`src/rtl/pf_arb_pkg.sv`:
```
// Shared types and defaults for the playfield RAM arbiter.
// Video fetch and CPU access share four async-read pf_ram banks.
package pf_arb_pkg;
  localparam int DEF_ADDR_W       = 10;
  localparam int DEF_BANK_W       = DEF_ADDR_W - 8;
  localparam int DEF_BANKS        = 1 << DEF_BANK_W;
  localparam int DEF_CPU_MAX_WAIT = 3;

  typedef enum logic [2:0] {
    IDLE   = 3'd0,
    VSETUP = 3'd1,
    VLATCH = 3'd2,
    CSETUP = 3'd3,
    CRD    = 3'd4,
    CWR    = 3'd5
  } state_e;
endpackage

```
`src/rtl/pf_arb_bank_dec.sv`:
```
// Bank index to active-low one-hot chip enables.
// All enables stay high when en is low.
module pf_arb_bank_dec
  import pf_arb_pkg::*;
#(
  parameter int BANKS  = DEF_BANKS,
  parameter int BANK_W = DEF_BANK_W
) (
  input  logic [BANK_W-1:0] bank,
  input  logic              en,
  output logic [BANKS-1:0]  ce_n
);
  always_comb begin
    ce_n = '1;
    for (int i = 0; i < BANKS; i++) begin
      if (en && (bank == BANK_W'(i))) begin
        ce_n[i] = 1'b0;
      end
    end
  end
endmodule

```
`src/rtl/pf_ram_arb.sv`:
```
// Playfield RAM arbiter: video fetch has priority, CPU waits
// a bounded number of cycles and is held off through cpu_ack.
module pf_ram_arb
  import pf_arb_pkg::*;
#(
  parameter int ADDR_W       = DEF_ADDR_W,
  parameter int BANKS        = 2 ** (ADDR_W - 8),
  parameter int CPU_MAX_WAIT = DEF_CPU_MAX_WAIT
) (
  input  logic              clk,
  input  logic              reset,
  input  logic              vid_req,
  input  logic [ADDR_W-1:0] vid_addr,
  output logic [7:0]        vid_data,
  output logic              vid_valid,
  output logic              vid_ovr,
  input  logic              cpu_req,
  input  logic              cpu_we,
  input  logic [ADDR_W-1:0] cpu_addr,
  input  logic [7:0]        cpu_din,
  output logic [7:0]        cpu_dout,
  output logic              cpu_ack,
  output logic [7:0]        ram_a,
  output logic [7:0]        ram_din,
  input  logic [7:0]        ram_dout,
  output logic [BANKS-1:0]  ram_ce_n,
  output logic              ram_we_n
);
  localparam int BW = ADDR_W - 8;
  localparam int WW = $clog2(CPU_MAX_WAIT + 1);
  localparam logic [WW-1:0] WMAX = WW'(CPU_MAX_WAIT);

  state_e state_q, state_d;
  logic              vid_pend_q, vid_pend_d;
  logic [ADDR_W-1:0] vid_addr_q, vid_addr_d;
  logic              vid_ovr_q, vid_ovr_d;
  logic [WW-1:0]     cpu_wait_q, cpu_wait_d;
  logic [7:0]        ram_a_q, ram_a_d;
  logic [7:0]        ram_din_q, ram_din_d;
  logic [BW-1:0]     bank_q, bank_d;
  logic [7:0]        vid_data_q, vid_data_d;
  logic              vid_valid_q, vid_valid_d;
  logic [7:0]        cpu_dout_q, cpu_dout_d;
  logic              cpu_ack_q, cpu_ack_d;
  logic              starved, grant, vid_go;
  logic              cpu_busy, acc_en;

  assign starved = cpu_req && (cpu_wait_q == WMAX);

  // An incoming vid_req holds IDLE one cycle so video wins a tie.
  always_comb begin : next_state
    state_d = state_q;
    unique case (state_q)
      IDLE: begin
        if (starved)                   state_d = CSETUP;
        else if (vid_pend_q)           state_d = VSETUP;
        else if (cpu_req && !vid_req)  state_d = CSETUP;
        else                           state_d = IDLE;
      end
      VSETUP:  state_d = VLATCH;
      VLATCH:  state_d = IDLE;
      CSETUP:  state_d = cpu_we ? CWR : CRD;
      CRD:     state_d = IDLE;
      CWR:     state_d = IDLE;
      default: state_d = IDLE;
    endcase
  end

  always_comb begin : datapath
    grant    = (state_q == IDLE) && (state_d == CSETUP);
    vid_go   = (state_q == IDLE) && (state_d == VSETUP);
    cpu_busy = (state_q == CSETUP) || (state_q == CRD)
            || (state_q == CWR);

    vid_pend_d = vid_pend_q;
    if (vid_req)     vid_pend_d = 1'b1;
    else if (vid_go) vid_pend_d = 1'b0;
    vid_addr_d = vid_req ? vid_addr : vid_addr_q;
    vid_ovr_d  = vid_ovr_q | (vid_req & vid_pend_q);

    cpu_wait_d = cpu_wait_q;
    if (!cpu_req || grant || cpu_busy) cpu_wait_d = '0;
    else if (cpu_wait_q != WMAX)       cpu_wait_d = cpu_wait_q + WW'(1);

    ram_a_d   = ram_a_q;
    ram_din_d = ram_din_q;
    bank_d    = bank_q;
    if (vid_go) begin
      ram_a_d = vid_addr_q[7:0];
      bank_d  = vid_addr_q[ADDR_W-1:8];
    end else if (grant) begin
      ram_a_d   = cpu_addr[7:0];
      bank_d    = cpu_addr[ADDR_W-1:8];
      ram_din_d = cpu_din;
    end

    vid_valid_d = (state_q == VLATCH);
    vid_data_d  = (state_q == VLATCH) ? ram_dout : vid_data_q;
    cpu_ack_d   = (state_q == CRD) || (state_q == CWR);
    cpu_dout_d  = (state_q == CRD) ? ram_dout : cpu_dout_q;
  end

  always_comb begin : strobes
    acc_en   = (state_q != IDLE);
    ram_we_n = (state_q != CWR);
  end

  always_ff @(posedge clk or posedge reset) begin
    if (reset) begin
      state_q     <= IDLE;
      vid_pend_q  <= 1'b0;
      vid_addr_q  <= '0;
      vid_ovr_q   <= 1'b0;
      cpu_wait_q  <= '0;
      ram_a_q     <= '0;
      ram_din_q   <= '0;
      bank_q      <= '0;
      vid_data_q  <= '0;
      vid_valid_q <= 1'b0;
      cpu_dout_q  <= '0;
      cpu_ack_q   <= 1'b0;
    end else begin
      state_q     <= state_d;
      vid_pend_q  <= vid_pend_d;
      vid_addr_q  <= vid_addr_d;
      vid_ovr_q   <= vid_ovr_d;
      cpu_wait_q  <= cpu_wait_d;
      ram_a_q     <= ram_a_d;
      ram_din_q   <= ram_din_d;
      bank_q      <= bank_d;
      vid_data_q  <= vid_data_d;
      vid_valid_q <= vid_valid_d;
      cpu_dout_q  <= cpu_dout_d;
      cpu_ack_q   <= cpu_ack_d;
    end
  end

  pf_arb_bank_dec #(
    .BANKS  (BANKS),
    .BANK_W (BW)
  ) u_dec (
    .bank (bank_q),
    .en   (acc_en),
    .ce_n (ram_ce_n)
  );

  assign ram_a     = ram_a_q;
  assign ram_din   = ram_din_q;
  assign vid_data  = vid_data_q;
  assign vid_valid = vid_valid_q;
  assign vid_ovr   = vid_ovr_q;
  assign cpu_dout  = cpu_dout_q;
  assign cpu_ack   = cpu_ack_q;
endmodule
```
`config.mk`:
```
export PLATFORM = sky130hd
export DESIGN_NAME = pf_ram_arb
export DESIGN_NICKNAME = d
export VERILOG_FILES = /design/src/rtl/pf_arb_pkg.sv /design/src/rtl/pf_arb_bank_dec.sv /design/src/rtl/pf_ram_arb.sv
export SDC_FILE = /design/constraint.sdc
export NUM_CORES = 1
export LEC_CHECK = 0
export ABC_AREA = 1
export BUFFER_PORTS_ARGS = -buffer_cell sky130_fd_sc_hd__buf_4
export CAP_MARGIN = 30
export CORE_MARGIN = 2
export CORE_UTILIZATION = 50
export DETAILED_ROUTE_END_ITERATION = 12
export GPL_TIMING_DRIVEN = 0
export PLACE_DENSITY = 0.8
export SLEW_MARGIN = 20
export SYNTH_ARGS = -nofsm -noshare
export SYNTH_HDL_FRONTEND = slang
export SYNTH_SLANG_ARGS = --single-unit
export TNS_END_PERCENT = 100
```
`constraint.sdc`:
```
create_clock -name clk -period 2.94 [get_ports clk]
set_input_delay 0.147 -clock clk [delete_from_list [all_inputs] [get_ports clk]]
set_output_delay 0.147 -clock clk [all_outputs]
set_load 0.01 [all_outputs]
```
# [After elaboration in Yosys (flattened, before gate mapping)]
# Index checks and enable logic that the tools add are counted.
[op_classes] add_sub_neg=1 n_eq_ne=13 n_mux=17 bitwise_logic=3 reduce_logical=22
[op_table] cell="$mux 8" count=2
[op_table] cell="$mux 2" count=7
[op_table] cell="$eq 3x2->1 const B" count=3
[op_table] cell="$pmux 3 s3" count=1
[op_table] cell="$logic_and 1x1->1" count=8
[op_table] cell="$mux 1" count=7
[op_table] cell="$eq 2x2->1 const B" count=3
[op_table] cell="$eq 3x1->1 const B" count=2
[op_table] cell="$eq 3x3->1 const B" count=2
[op_table] cell="$reduce_bool 2->1" count=3
[op_table] cell="$logic_or 1x1->1" count=5
[op_table] cell="$logic_not 3->1" count=1
[op_table] cell="$ne 3x3->1 const B" count=1
[op_table] cell="$reduce_bool 3->1" count=1
[op_table] cell="$add 2x1->2 const B" count=1
[op_table] cell="$eq 2x1->1 const B" count=1
[op_table] cell="$logic_not 1->1" count=2
[op_table] cell="$logic_not 2->1" count=1
[op_table] cell="$ne 2x2->1 const B" count=1
[op_table] cell="$reduce_and 2->1" count=1
[op_table] cell="$and 1x1->1" count=1
[op_table] cell="$not 1->1" count=1
[op_table] cell="$or 1x1->1" count=1
[word_totals] reg_bits=53 output_inout_bits=40

# [Depth between registers and ports, before layout]
[depth] depth_word=11 depth_mapped=10 ltp_nobuf=9

# [Hierarchy]
# A second synthesis with hierarchy kept.
[unflattened] cells_unflattened=245 area_unflattened_um2=2279.7
[by_module_without_submodules] module="pf_ram_arb" instances=1 cells_per_inst=238 area_each_um2=2249.7 seq_area_each_um2=1326.3
[by_module_without_submodules] module="pf_arb_bank_dec" instances=1 cells_per_inst=7 area_each_um2=30.0 seq_area_each_um2=0.0

# [Worst setup path before layout]
# OpenSTA, ideal clock, no wires.
[synth_timing] path_type="reg2reg" start="reg cpu_wait_q[0]" end="reg bank_q[0]" setup_ns=0.119 t_arrival_ns=1.328 setup_slack_ns=1.493 stages_incl_launch_ff=9 n_path_buf=1 cell_sequence="dfrtp_1 > ha_1 > a21oi_1 > nand2_1 > nor2_2 > buf_4 > nand3_1 > nand3_1 > nand2_1"
[synth_between] elab_chain_len=7
[synth_lines] item="start: declaration" line="pf_ram_arb.sv:37" source="logic [WW-1:0] cpu_wait_q, cpu_wait_d;"
[synth_lines] item="start signal: assignment" line="pf_ram_arb.sv:127" source="cpu_wait_q <= cpu_wait_d;"
[synth_lines] item="$eq 2x2->1 (*)" line="pf_ram_arb.sv:48" source="assign starved = cpu_req && (cpu_wait_q == WMAX);"
[synth_lines] item="$logic_and 1x1->1 (*)" line="pf_ram_arb.sv:48"
[synth_lines] item="$mux 2 (*)" line="pf_ram_arb.sv:55" source="if (starved) state_d = CSETUP;"
[synth_lines] item="$pmux 3 s3 (*)" line="pf_ram_arb.sv:53" source="unique case (state_q)"
[synth_lines] item="$eq 3x1->1 or $eq 3x2->1 (tied branches)" line="pf_ram_arb.sv:71, pf_ram_arb.sv:70"
[synth_lines] item="$logic_and 1x1->1, on equally long branches" line="pf_ram_arb.sv:71, pf_ram_arb.sv:70"
[synth_lines] item="$mux 2 or $reduce_bool 2->1 (tied branches)"
[synth_lines] item="end signal: assignment" line="pf_ram_arb.sv:130" source="bank_q <= bank_d;"
[synth_lines] item="end: declaration" line="pf_ram_arb.sv:40" source="logic [BW-1:0] bank_q, bank_d;"
# Mark *: on every way between the ends. The rest lies on a longest branch, timed or not.
# A chain may end at the register's enable or synchronous reset.

# [Final worst setup path]
[layout_timing] start="reg cpu_wait_q[0]" end="reg ram_a_q[7] (netlist: ram_a[7])"
[layout_between] elab_chain_len=7
[layout_lines] item="$eq 2x2->1 (*)" line="pf_ram_arb.sv:48"
[layout_lines] item="$logic_and 1x1->1 (*)" line="pf_ram_arb.sv:48"
[layout_lines] item="$mux 2 (*)" line="pf_ram_arb.sv:55"
[layout_lines] item="$pmux 3 s3 (*)" line="pf_ram_arb.sv:53"
[layout_lines] item="$eq 3x1->1 or $eq 3x2->1 (tied branches)" line="pf_ram_arb.sv:71, pf_ram_arb.sv:70"
[layout_lines] item="$logic_and 1x1->1, on equally long branches" line="pf_ram_arb.sv:71, pf_ram_arb.sv:70"
[layout_lines] item="$mux 8 or $reduce_bool 2->1 (tied branches)"
[layout_lines] item="end signal: assignment" line="pf_ram_arb.sv:128" source="ram_a_q <= ram_a_d;"
[layout_lines] item="end: declaration" line="pf_ram_arb.sv:38" source="logic [7:0] ram_a_q, ram_a_d;"
# Marked as above.

==> flow_metrics.py <==
metrics = {
    "clocking": {
        "cts_resized": 0,
        "cts_tree": "done",
        "cts.sinks": 53,
        "path_clk_slew_ps": 90,
        "cts_setup_buffers": 0,
        "clockBufferDepth": 2,
        "htreeDepth": 2,
        "root_buffer": "clkbuf_8",
        "clk_latency_ps": 300,
        "cts_buffers": 5,
    },
    "cells_and_area": {
        "area_growth_pct": 34.4,
        "diodes": 0,
        "fill_cells": 366,
        "final_cell_mix": "buf_4 (83), nand2_1 (81), dfrtp_1 (53), inv_1 (34), nand3_1 (34)",
        "utilization_pct": 70.2,
        "fin_nets": 393,
        "layout_commonest_cell": "buf_4",
        "drive_gt1_share_pct": 30.5,
        "instances_no_fill": 403,
    },
    "placement": {
        "pre_cts_slack_ps": 1280,
        "port_buffers": 80,
        "gp_congestion": 0.832,
        "post-place-cells": 395,
        "hpwl_um": 3790,
    },
    "global_routing": {
        "grt_pass1_wl_um": 8580,
        "grt_pass1_vias": 1895,
        "grt_max_degree": 30,
        "antenna_found_initial": 0,
        "grt_usage_pct": 21.6,
        "grt.overflow.total": 0,
    },
    "worst_setup_path": {
        "path_cells": "ha_1 -> a21oi_1 -> nand2_1 -> nor2_2 -> buf_4 -> nand3_1 -> nand3_1 -> nand2_1",
        "worstSetupEndpointType": "register",
        "worstReg2RegEnd": "ram_a[7]",
        "required_ps": 3130,
        "slowest_delay_ps": 410,
        "arrival_ps": 1890,
        "rr_startpoint": "cpu_wait_q[0]",
        "cp_slowest_cell": "dfrtp_1",
        "cp-start-kind": "register",
        "rr_worst_depth": 8,
        "ff2ff_setup_slack_ps": 1240,
        "crit_type": "register to register",
        "crit_fanout": 10,
    },
    "sta": {
        "rsz0062_at_grt": "no",
        "slew_headroom_pct": 64.0,
        "setup_viol": 0,
        "max_freq_mhz": 589,
        "layout_setup_ws_ps": 1240,
        "fin_crit_ps": 1700,
        "setup-tns-final_ps": 0,
        "period_share_pct": 57.7,
        "final-hold-violation-count": 0,
        "tightest_slew_ps": 540,
        "skew_ps": 3.91,
        "drv_slew": 0,
    },
    "yosys": {
        "syn-num-nets": 304,
        "ys_seq_area_share_pct": 58.3,
        "netlist_instances": 262,
        "synth_compound_area_share_pct": 6.88,
        "synth_adder_area_share_pct": 0.550,
        "synth-simple-area-share_pct": 24.5,
        "synthesis.area_um2": 2270,
        "synth_xor_area_share_pct": 0.385,
        "synth_top_family_by_area": "simple AND/OR/NAND/NOR gates",
        "synth_mux_area_share_pct": 0.440,
        "synth.yosys.warnings": 0,
        "synthDistinctLibCells": 23,
        "synth-seq-cells": 53,
        "syn_area_per_cell_um2": 8.68,
    },
    "floorplan": {
        "pin_count": 81,
        "core_um2": 4350,
        "die-area_um2": 5110,
        "fp.dieW_um": 71.5,
        "rows": 24,
        "start_util_pct": 52.2,
        "die_h_um": 71.5,
    },
    "min_path": {
        "holdPathStages": 3,
        "whs_endpoint": "vid_addr_q[1]",
        "hp-class": "primary input to register",
        "hold_start": "vid_addr[1]",
    },
    "pwr": {
        "pwr-share-comb_pct": 47.5,
        "ir_worst_vdd_uv": 521,
        "cellInternalPower_mw": 1.85,
        "p_leak_nw": 1.72,
        "seqPwrFrac_pct": 39.2,
        "switchingPower_mw": 1.20,
        "power_mw": 3.05,
        "power_frac_clock_pct": 13.2,
        "pwr_density_cell_nw_per_um2": 997,
        "swShare_pct": 39.2,
    },
    "detailed_routing": {
        "wirelength_um": 5060,
        "routed_via_density": 4.96,
        "antenna_left": 0,
        "drt_iter0_markers": 150,
        "vias": 1999,
        "post-route-drc-count": 0,
        "dr.pass1.iters": 6,
        "drt-wirelength-per-cell_um": 12.6,
    },
    "flow_run": {
        "drv_cap": 0,
    },
    "run_status": {
        "status": "finished clean",
    },
}
## what timing repair did
item	4_1_cts	5_1_grt
hold buffers	1	0
endpoints found under the hold margin	24	0
setup endpoints to repair	0	0
## power groups by stage
| stage | Sequential [mW] | Combinational, mW | Clock [mW] |
|---|---|---|---|
| after floorplan | 1.30 | 0.723 | 0 |
| after global placement | 1.20 | 1.41 | 0 |
| after detailed placement | 1.21 | 1.46 | 0 |
| after CTS | 1.20 | 1.46 | 0.416 |
| after global routing | 1.23 | 1.62 | 0.442 |
| final | 1.20 | 1.45 | 0.403 |
## synthesized netlist by cell type (all sizes together)
cell     number  area, um^2
clkbuf        2        7.51
mux2i         1        10.0
nand3        35         180
o2111ai       1        8.76
ha            1        12.5
xor2          1        8.76
buf           7        48.8
o21ai        26         130
o21bai        1        7.51
clkinv        1        3.75
a21oi         2        10.0
nor3          1        10.0
nor2          6        27.5
nand2        86         340
inv          38         143
dfrtp        53        1330
## kinds of logic after synthesis
logic type,count (synthesis)
fa+ha+maj,1
simple gates,128
xor+xnor,1
mux,1
compound gates,30
buf+inv,48
flops,53
## flip-flops by register name (all words and copies together) (netlist names)
signal / cells
bank_q: 2
cpu_ack: 1
cpu_dout: 8
cpu_wait_q: 2
ram_a: 8
ram_din: 8
state_q: 3
vid_addr_q: 10
vid_data: 8
vid_ovr: 1
vid_pend_q: 1
vid_valid: 1
## critical path: cells and delay by family (launching register included)
kind	cells	cell delay (ps)
AND/OR/NAND/NOR	5	490
flip-flops	1	410
adder cells (fa/ha/maj)	1	270
AO/OA/AOI/OAI	1	210
buffers and inverters	1	200
## layout make-up
cell class                 instances  area (um^2)  area share [%]
sequential                        53         1330            43.4
multi-input combinational        161          746            24.4
timing repair buffer              82          631            20.6
inverter                          39          146            4.79
clock buffer                       7         86.3            2.82
tap                               52         65.1            2.13
buffer                             9         56.3            1.84
## worst max path at each step
stage,startpoint,end,slack [ps],cells past startpoint
after floorplan,cpu_wait_q[0],bank_q[0],1490,8
after global placement,reset,ram_din[7],850,2
after detailed placement,cpu_wait_q[0],ram_a[7],1280,8
after CTS,cpu_wait_q[0],ram_a[7],1240,8
after global routing,cpu_wait_q[0],ram_a[4],1110,8
final,cpu_wait_q[0],ram_a[7],1240,8
## per-stage QoR
| stage | hold slack, ps | area, um^2 |
|---|---|---|
| finish | 50.7 | 3060 |
| global route | 60.3 | 3060 |
| CTS | 46.3 | 3060 |
| detailed placement | 239 | 2960 |
| global placement | 353 | 2940 |
| floorplan | 264 | 2270 |
## metal layers
layer	part of all wire (%)	wire length, um	vias up	global-route usage (%)
met1	44	2250	942	30.2
met2	48	2440	55	33.8
met3	5.3	268	10	3.38
met5	0	0	-	0
met4	2.0	102	0	9.01
li1	-	-	992	-
No activity file was read; power rests on OpenSTA's default activity.
